===== config.mk =====
export PLATFORM = sky130hd
export DESIGN_NAME = fetcher_icache
export DESIGN_NICKNAME = d
export VERILOG_FILES = /design/src/rtl/gpu_pkg.sv /design/src/rtl/fetcher_icache_array.sv /design/src/rtl/fetcher_icache.sv
export SDC_FILE = /design/constraint.sdc
export NUM_CORES = 1
export LEC_CHECK = 0
export CORE_AREA = 3 3 203 205
export DETAILED_ROUTE_END_ITERATION = 7
export DIE_AREA = 0 0 206 208
export GPL_TIMING_DRIVEN = 0
export HOLD_SLACK_MARGIN = 0.1
export PLACE_DENSITY_LB_ADDON = 0.05
export SYNTH_ARGS = -nofsm -noshare
export SYNTH_HDL_FRONTEND = slang
export SYNTH_SLANG_ARGS = --single-unit

===== constraint.sdc =====
create_clock -name clk -period 11 [get_ports clk]
set_input_delay 3.3 -clock clk [delete_from_list [all_inputs] [get_ports clk]]
set_output_delay 3.3 -clock clk [all_outputs]
set_load 0.03 [all_outputs]

===== src/rtl/gpu_pkg.sv =====
// Shared core-state and fetcher-state encodings.
// Used by the PC, decoder, scheduler and fetch stage.
package gpu_pkg;

  localparam logic [2:0] CORE_IDLE    = 3'b000;
  localparam logic [2:0] CORE_FETCH   = 3'b001;
  localparam logic [2:0] CORE_DECODE  = 3'b010;
  localparam logic [2:0] CORE_REQUEST = 3'b011;
  localparam logic [2:0] CORE_WAIT    = 3'b100;
  localparam logic [2:0] CORE_EXECUTE = 3'b101;
  localparam logic [2:0] CORE_UPDATE  = 3'b110;
  localparam logic [2:0] CORE_DONE    = 3'b111;

  typedef enum logic [2:0] {
    FETCHER_IDLE     = 3'b000,
    FETCHER_FETCHING = 3'b001,
    FETCHER_FETCHED  = 3'b010
  } fetcher_state_e;

endpackage


===== src/rtl/fetcher_icache_array.sv =====
// Direct-mapped line storage: valid/tag/data per line.
// Ports: comb read (rd_idx), one write port, sync flush.
module icache_array #(
  parameter int LINES  = 16,
  parameter int IDX_W  = 4,
  parameter int TAG_W  = 4,
  parameter int DATA_W = 16
) (
  input  logic              clk,
  input  logic              reset,
  input  logic              flush,
  input  logic [IDX_W-1:0]  rd_idx,
  output logic              rd_valid,
  output logic [TAG_W-1:0]  rd_tag,
  output logic [DATA_W-1:0] rd_data,
  input  logic              wr_en,
  input  logic [IDX_W-1:0]  wr_idx,
  input  logic [TAG_W-1:0]  wr_tag,
  input  logic [DATA_W-1:0] wr_data
);

  logic [LINES-1:0]  valid_q, valid_d;
  logic [TAG_W-1:0]  tag_q  [LINES];
  logic [TAG_W-1:0]  tag_d  [LINES];
  logic [DATA_W-1:0] data_q [LINES];
  logic [DATA_W-1:0] data_d [LINES];

  assign rd_valid = valid_q[rd_idx];
  assign rd_tag   = tag_q[rd_idx];
  assign rd_data  = data_q[rd_idx];

  // Flush beats a same-cycle fill: the line stays invalid.
  always_comb begin
    valid_d = valid_q;
    tag_d   = tag_q;
    data_d  = data_q;
    if (wr_en) begin
      valid_d[wr_idx] = 1'b1;
      tag_d[wr_idx]   = wr_tag;
      data_d[wr_idx]  = wr_data;
    end
    if (flush) valid_d = '0;
  end

  always_ff @(posedge clk) begin
    if (reset) valid_q <= '0;
    else       valid_q <= valid_d;
    tag_q  <= tag_d;
    data_q <= data_d;
  end

endmodule


===== src/rtl/fetcher_icache.sv =====
// Fetch stage with direct-mapped icache and mem handshake.
// Ports: core_state/current_pc/flush in; mem req/resp; state, instr, counters out.
module fetcher_icache
  import gpu_pkg::*;
#(
  parameter int PROGRAM_MEM_ADDR_BITS = 8,
  parameter int PROGRAM_MEM_DATA_BITS = 16,
  parameter int CACHE_LINES           = 16,
  parameter int CNT_BITS              = 16
) (
  input  logic                             clk,
  input  logic                             reset,
  input  logic [2:0]                       core_state,
  input  logic [PROGRAM_MEM_ADDR_BITS-1:0] current_pc,
  input  logic                             flush,
  output logic                             mem_read_valid,
  output logic [PROGRAM_MEM_ADDR_BITS-1:0] mem_read_address,
  input  logic                             mem_read_ready,
  input  logic [PROGRAM_MEM_DATA_BITS-1:0] mem_read_data,
  output logic [2:0]                       fetcher_state,
  output logic [PROGRAM_MEM_DATA_BITS-1:0] instruction,
  output logic [CNT_BITS-1:0]              hit_count,
  output logic [CNT_BITS-1:0]              miss_count
);

  localparam int AW    = PROGRAM_MEM_ADDR_BITS;
  localparam int DW    = PROGRAM_MEM_DATA_BITS;
  localparam int IDX_W = $clog2(CACHE_LINES);
  localparam int TAG_W = AW - IDX_W;

  fetcher_state_e  state_q, state_d;
  logic            req_q, req_d;
  logic [AW-1:0]   addr_q, addr_d;
  logic [DW-1:0]   instr_q, instr_d;
  logic [CNT_BITS-1:0] hit_q, hit_d;
  logic [CNT_BITS-1:0] miss_q, miss_d;

  logic             rd_valid;
  logic [TAG_W-1:0] rd_tag;
  logic [DW-1:0]    rd_data;
  logic             wr_en;
  logic             hit;

  icache_array #(
    .LINES  (CACHE_LINES),
    .IDX_W  (IDX_W),
    .TAG_W  (TAG_W),
    .DATA_W (DW)
  ) u_array (
    .clk      (clk),
    .reset    (reset),
    .flush    (flush),
    .rd_idx   (current_pc[IDX_W-1:0]),
    .rd_valid (rd_valid),
    .rd_tag   (rd_tag),
    .rd_data  (rd_data),
    .wr_en    (wr_en),
    .wr_idx   (addr_q[IDX_W-1:0]),
    .wr_tag   (addr_q[AW-1:IDX_W]),
    .wr_data  (mem_read_data)
  );

  assign hit = rd_valid && (rd_tag == current_pc[AW-1:IDX_W]);

  always_comb begin
    state_d = state_q;
    req_d   = req_q;
    addr_d  = addr_q;
    instr_d = instr_q;
    hit_d   = hit_q;
    miss_d  = miss_q;
    wr_en   = 1'b0;
    unique case (state_q)
      FETCHER_IDLE: begin
        if (core_state == CORE_FETCH) begin
          if (hit) begin
            instr_d = rd_data;
            state_d = FETCHER_FETCHED;
            if (hit_q != '1) hit_d = hit_q + 1'b1;
          end else begin
            req_d   = 1'b1;
            addr_d  = current_pc;
            state_d = FETCHER_FETCHING;
            if (miss_q != '1) miss_d = miss_q + 1'b1;
          end
        end
      end
      FETCHER_FETCHING: begin
        if (mem_read_ready) begin
          instr_d = mem_read_data;
          wr_en   = 1'b1;
          req_d   = 1'b0;
          state_d = FETCHER_FETCHED;
        end
      end
      FETCHER_FETCHED: begin
        if (core_state == CORE_DECODE) state_d = FETCHER_IDLE;
      end
      default: state_d = FETCHER_IDLE;
    endcase
  end

  always_ff @(posedge clk) begin
    if (reset) begin
      state_q <= FETCHER_IDLE;
      req_q   <= 1'b0;
      addr_q  <= '0;
      instr_q <= '0;
      hit_q   <= '0;
      miss_q  <= '0;
    end else begin
      state_q <= state_d;
      req_q   <= req_d;
      addr_q  <= addr_d;
      instr_q <= instr_d;
      hit_q   <= hit_d;
      miss_q  <= miss_d;
    end
  end

  assign mem_read_valid   = req_q;
  assign mem_read_address = addr_q;
  assign fetcher_state    = state_q;
  assign instruction      = instr_q;
  assign hit_count        = hit_q;
  assign miss_count       = miss_q;

endmodule


==> impl_metrics.json <==
{
  "grt_pass1_vias": 8678,
  "hold_viol_final": 0,
  "grt_max_degree": 19,
  "die_width_um": 206,
  "synth-async-reset-ratio": 0,
  "ys_seq_area_frac": 0.7051,
  "finalCritPeriodShare": 0.6081,
  "crit_fanout": 10,
  "slew_viol_final": 0,
  "area_delta_synth_final_pct": 21.47,
  "holdWs_ns": 0.4602,
  "place_ws_ns": 3.736,
  "num_vias": 8725,
  "die_y_um": 208,
  "synth_edf_count": 320,
  "tritoncts": "done",
  "path_clk_slew_ns": 0.06,
  "fin_setup_tns_ns": 0,
  "post-cts-setup-buffer-count": 0,
  "tightest_slew_ns": 1.222,
  "wl_per_cell_um": 25.64,
  "run_status": "completed",
  "vias_per_cell": 5.505,
  "ios": 91,
  "ys_warn_count": 0,
  "fmax_mhz": 149.5,
  "syn_inst": 872,
  "crit_start": "current_pc[3]",
  "dp_cells": 1507,
  "cts-hold-fix-buffers": 0,
  "min_period_ns": 6.689,
  "grt_antenna_before_repair": 1,
  "postPlaceCellArea_um2": 17830,
  "fin_cells": 1585,
  "detail-route-antenna-nets": 0,
  "root_buffer": "clkbuf_16",
  "drcViolationCount": 0,
  "fin_skew_ns": 0.01197,
  "ir_drop_v": 0.0001181,
  "clock-sinks": 395,
  "ys.flop_type": "edfxtp_1",
  "relSlewSlack": 0.1854,
  "required_ns": 11.42,
  "hpwlAfterDp_um": 26230,
  "ys_ff_latch": 395,
  "dr.pass1.iters": 5,
  "rows": 73,
  "syn_nets": 905,
  "grt_pass1_wl_um": 59640,
  "finish.utilization": 0.4829,
  "whs_endpoint": "u_array.valid_q[3]",
  "end_kind": "flop",
  "rsz0062_at_grt": "false",
  "nNetsFinal": 1060,
  "drtIter0Drc": 678,
  "clock_path_buffers": 3,
  "htreeDepth": 2,
  "power_mw": 3.155,
  "reg2reg_depth": 7,
  "netlist_area_um2": 15760,
  "n_antenna_cell": 0,
  "drive_above_1_share": 0.2396,
  "die-area_um2": 42850,
  "design_area_um2": 19140,
  "gp_congestion": 0.7661,
  "r2r-end": "u_array.data_q[51]",
  "start_kind": "input pin",
  "cts_inserted_buffers": 43,
  "start_util": 0.3975,
  "ys_types": 51,
  "overflow": 0,
  "rrSetupSlack_ns": 7.24,
  "hold_start": "u_array.valid_q[3]",
  "grt_use_total": 0.1918,
  "power_density_nw_per_um2": 164.8,
  "core-area_um2": 39640,
  "leakage_nw": 6.133,
  "critPathArrivalTime_ns": 7.11,
  "post_cts_resized": 0,
  "port_buffers": 87,
  "worst_slack_ns": 4.311,
  "path_class": "in2reg",
  "totalWireLength_um": 40640,
  "hold_depth": 1,
  "synth.avg_cell_area_um2": 18.07,
  "hold_path.class": "reg2reg",
  "setup_viol": 0,
  "clkLatencyLatePin_ns": 0.56,
  "worst_r2r_startpoint": "fetcher_state[0]",
  "maxCapViolCount": 0
}
-- layer usage --
metal | track usage | routed length (µm) | vias to the layer above | part of all wire
met4 | 0.05618 | 991 | 2 | 0.024
met3 | 0.03067 | 1940 | 60 | 0.048
li1 | - | - | 3850 | -
met2 | 0.2975 | 19080 | 230 | 0.47
met5 | 0 | 20 | - | 0.00049
met1 | 0.2816 | 18610 | 4583 | 0.46
-- cell families (layout without fill, tap and decap cells) --
group / after synthesis / count (layout) / synth area share
compound gates: 74 / 74 / 0.03065
simple gates: 191 / 191 / 0.06598
fa+ha+maj: 2 / 2 / 0.001588
flops: 395 / 395 / 0.7051
mux: 148 / 148 / 0.1775
xor+xnor: 5 / 5 / 0.002780
buf+inv: 56 / 244 / 0.01612
other cells: 1 / 1 / 0.0002380
-- Yosys cell counts (5+ instances only) --
library cell,instances,area (µm²)
clkbuf_1,29,108.9
o21a_1,16,120.1
nor2b_1,17,106.4
nand3_1,21,105.1
dfxtp_1,75,1501
inv_1,7,26.28
mux2_2,29,326.6
nor2_1,48,180.2
mux2i_1,14,140.1
o21ai_0,6,30.03
nor3_1,46,230.2
buf_2,11,55.05
o31ai_1,8,60.06
mux4_2,102,2297
nand2b_1,5,31.28
nand2_1,8,30.03
or4_1,6,45.04
edfxtp_1,320,9609
a21oi_1,33,165.2
nand4_1,10,62.56
and3_1,8,50.05
-- state kept, by name, indices dropped and copies added, names as in the netlist --
signal,flops
u_array.data_q,256
miss_count,16
fetcher_state,2
u_array.valid_q,16
mem_read_address,8
u_array.tag_q,64
hit_count,16
instruction,16
mem_read_valid,1
-- final cells by class --
| type | count | area [µm²] |
|---|---|---|
| Sequential cell | 395 | 11110 |
| Multi-Input combinational cell | 421 | 4503 |
| Buffer | 49 | 227.7 |
| Timing Repair Buffer | 110 | 1303 |
| Inverter | 7 | 26.28 |
| Clock buffer | 67 | 1206 |
| Fill cell | 3392 | 20500 |
| Tap cell | 525 | 656.9 |
| Clock inverter | 11 | 107.6 |
-- power breakdown --
part	total [mW]	switching [mW]	internal (mW)
clock network	1.38	0.576	0.800
logic	0.156	0.0878	0.0680
registers	1.62	0.00642	1.62
total	3.15	0.670	2.48
-- cell usage in the layout (no fill, tap or decap), types with 16 or more instances in the layout --
cell type / n
nor2_1: 36
nor2b_1: 17
mux2_2: 29
mux4_2: 102
o21a_1: 16
edfxtp_1: 320
clkbuf_1: 49
nor3_1: 42
a21oi_1: 33
clkbuf_16: 43
clkdlybuf4s50_1: 87
nand3_1: 21
dfxtp_1: 75
-- worst max path at each step --
stage,cells after the start,slack (ns),end
after global routing,11,4.07,instruction[6]
after floorplan,5,4.94,u_array.data_q[240]
final,11,4.31,instruction[6]
after global placement,6,1.82,u_array.data_q[241]
after CTS,11,4.32,instruction[6]
after detailed placement,11,3.74,instruction[6]
-- worst max-delay path: stages --
cell	delay, ns
clkdlybuf4s50_1	0.49
clkbuf_1	0.55
clkbuf_1	0.71
nor2_1	0.08
a22oi_1	0.24
a21o_1	0.17
and4_4	0.25
nand4_1	0.48
clkbuf_1	0.41
a21oi_1	0.33
nor3_1	0.07
No activity file was read; power rests on OpenSTA's default activity.
==> patch (same flow settings) <==
Change the parameter `CNT_BITS` from 16 to 32.
--- a/src/rtl/fetcher_icache.sv
+++ b/src/rtl/fetcher_icache.sv
@@ -6,7 +6,7 @@
   parameter int PROGRAM_MEM_ADDR_BITS = 8,
   parameter int PROGRAM_MEM_DATA_BITS = 16,
   parameter int CACHE_LINES           = 16,
-  parameter int CNT_BITS              = 16
+  parameter int CNT_BITS              = 32
 ) (
   input  logic                             clk,
   input  logic                             reset,
Interface: changed (resized hit_count and miss_count); port bits go from 91 to 123. The function was not compared with the original's and may differ.
==> patch against the unedited design <==
- non-clock buffer count rose by 46
- design area rose by 11%
- total power rose by 9.5%
- synthesized area rose by 11%
- first-iteration DRC count rose by 38%
- synthesized cell count rose by 29%
- worst setup slack got worse by 310 ps
- highest routed layer unchanged
- routed wire length rose by 15%
- sequential cell count rose by 32
- largest cell class unchanged
==> patch: results (changes against the unedited design) <==
| Metric | Value |
|---|---|
| Global-route wire length before repair | `68.67 mm (+15%)` |
| Registers with the most flip-flops | `u_array.data_q x256, u_array.tag_q x64` |
| Number of clock buffers inserted by TritonCTS | `45 (+4.7%)` |
| Number of detailed-route iterations in the first pass | `5 (unchanged)` |
| Clock insertion delay at the later pin of the skew report | `roughly 570 ps` |
| HPWL after detailed placement | `30.27 mm (+15%)` |
| Antenna Cells | `0 (unchanged)` |
| Via Count | `10,820 (+24%)` |
| Maximum VDD drop | `0.0001337 V (+13%)` |
| Clk root buf | `clkbuf_16` |
| First-iteration detailed-routing DRC count | `936 (+38%)` |
| Placed inst area | `19,750 sq um (+11%)` |
| Clk buf depth | `3 (unchanged)` |
| Max-Slew Margin vs Limit | `0.09791 (-0.08752)` |
| Post-cts gate resize count | `0 (unchanged)` |
| Netlist cell types | `48 (-5.9%)` |
| Switch share | `0.2105 (-0.002009)` |
| Max-Cap Viols | `0 (unchanged)` |
| Biggest area contributors in the synthesized netlist | `edfxtp_1 55%, mux4_2 12%, dfxtp_1 12%, a21oi_1 2.1%, mux2_2 1.7%` |
| Net count after synthesis | `1,160 (+28%)` |
| Number of antenna violations at the first check in global routing | `2 (+1)` |
| Number of flops mapped to enable cells by yosys | `320 (unchanged)` |
| Number of buffers inserted by port buffering | `118 (+36%)` |
| Combined global-route utilization of all metal layers | `0.2175 (+0.02575)` |
| Total number of H-tree levels | `2 (unchanged)` |
| Nets | `1,341 (+27%)` |
| Max FO, Critical Path | `10 (unchanged)` |
| Standby leakage power | `6.676 nW (+8.8%)` |
| Sum of routed wire length over all layers | `46.65 mm (+15%)` |
| Sequential area share after synthesis | `0.6692 (-0.03587)` |
| Setup bufs post-CTS | `0 (unchanged)` |
| HP Class | `flip-flop to flip-flop` |
| Clock slew at reported path FFs | `60 ps (about the same)` |
| Most instantiated cells after synthesis | `320 x edfxtp_1, 107 x dfxtp_1, 97 x mux4_2, 73 x a21oi_1, 65 x nand2_1` |
| Status | `finished clean` |
| Async set-reset flop share out of synthesis | `0 (unchanged)` |
| Layout cells sized above 1 | `0.1868 (-0.05287)` |
| Count of warnings emitted by yosys | `0 (unchanged)` |
| Maximum number of pins on one net before global-route repair | `22 (+3)` |
| Clock Skew | `19.11 ps (+7.136 ps)` |
| Routability congestion estimate | `0.8571 (+12%)` |
-- patch: final timing paths --
path                         to                from  slack [ps]  depth (start not counted)
max             instruction[12]       current_pc[1]        4000                          9
min          u_array.valid_q[3]  u_array.valid_q[3]         460                          1
max reg2reg      mem_read_valid    u_array.tag_q[8]        7640                          9
min reg2reg  u_array.valid_q[3]  u_array.valid_q[3]         460                          1
-- patch: final cells by class --
type / instances / area, sq um
plain buffers: 71 / 340.3
clock buffers: 55 / 1185
clock inverters: 28 / 335.3
fillers: 3281 / 18370
inverters: 3 / 11.26
multi-input cells: 626 / 5567
flip-flops and latches: 427 / 11750
well taps: 525 / 656.9
repair buffers: 134 / 1424
-- patch: stage by stage --
stage                     std cells  setup WS (ps)
after floorplan                1127           4943
after global placement         1770           2748
after detailed placement       1786           3432
after CTS                      1869           4041
after global routing           1869           3888
final                          1869           3996
-- patch: kinds of logic (layout without fill, tap and decap cells) --
group	count (synthesis)	in the layout	share of synthesized area
fa+ha+maj	2	2	0.001425
buf+inv	74	291	0.02002
other cells	1	1	0.0002136
simple gates	314	314	0.09527
mux	154	154	0.1594
flops	427	427	0.6692
xor+xnor	5	5	0.002494
compound gates	150	150	0.05195
-- patch: routing by layer --
| layer | GRT usage | wire [microns] | vias up |
|---|---|---|---|
| met1 | 0.3022 | 20340 | 5527 |
| met2 | 0.3477 | 22210 | 368 |
| met5 | 0 | 20 | - |
| met3 | 0.04616 | 2885 | 78 |
| met4 | 0.06437 | 1185 | 2 |
| li1 | - | - | 4848 |
-- patch: worst max-delay path, cell delays in order --
cell	delay, ps
clkdlybuf4s50_1	550
clkbuf_1	570
clkbuf_1	660
clkbuf_1	910
mux4_2	420
mux4_2	480
nand2_1	80
a21oi_1	130
mux2_1	340
-- patch: power by group through the flow --
stage / combinational [mW] / sequential, mW / clock (mW)
after floorplan: 0.0845 / 1.77 / 0
after global placement: 0.153 / 1.77 / 0
after detailed placement: 0.156 / 1.77 / 0
after CTS: 0.156 / 1.74 / 1.60
after global routing: 0.166 / 1.74 / 1.66
final: 0.154 / 1.74 / 1.57
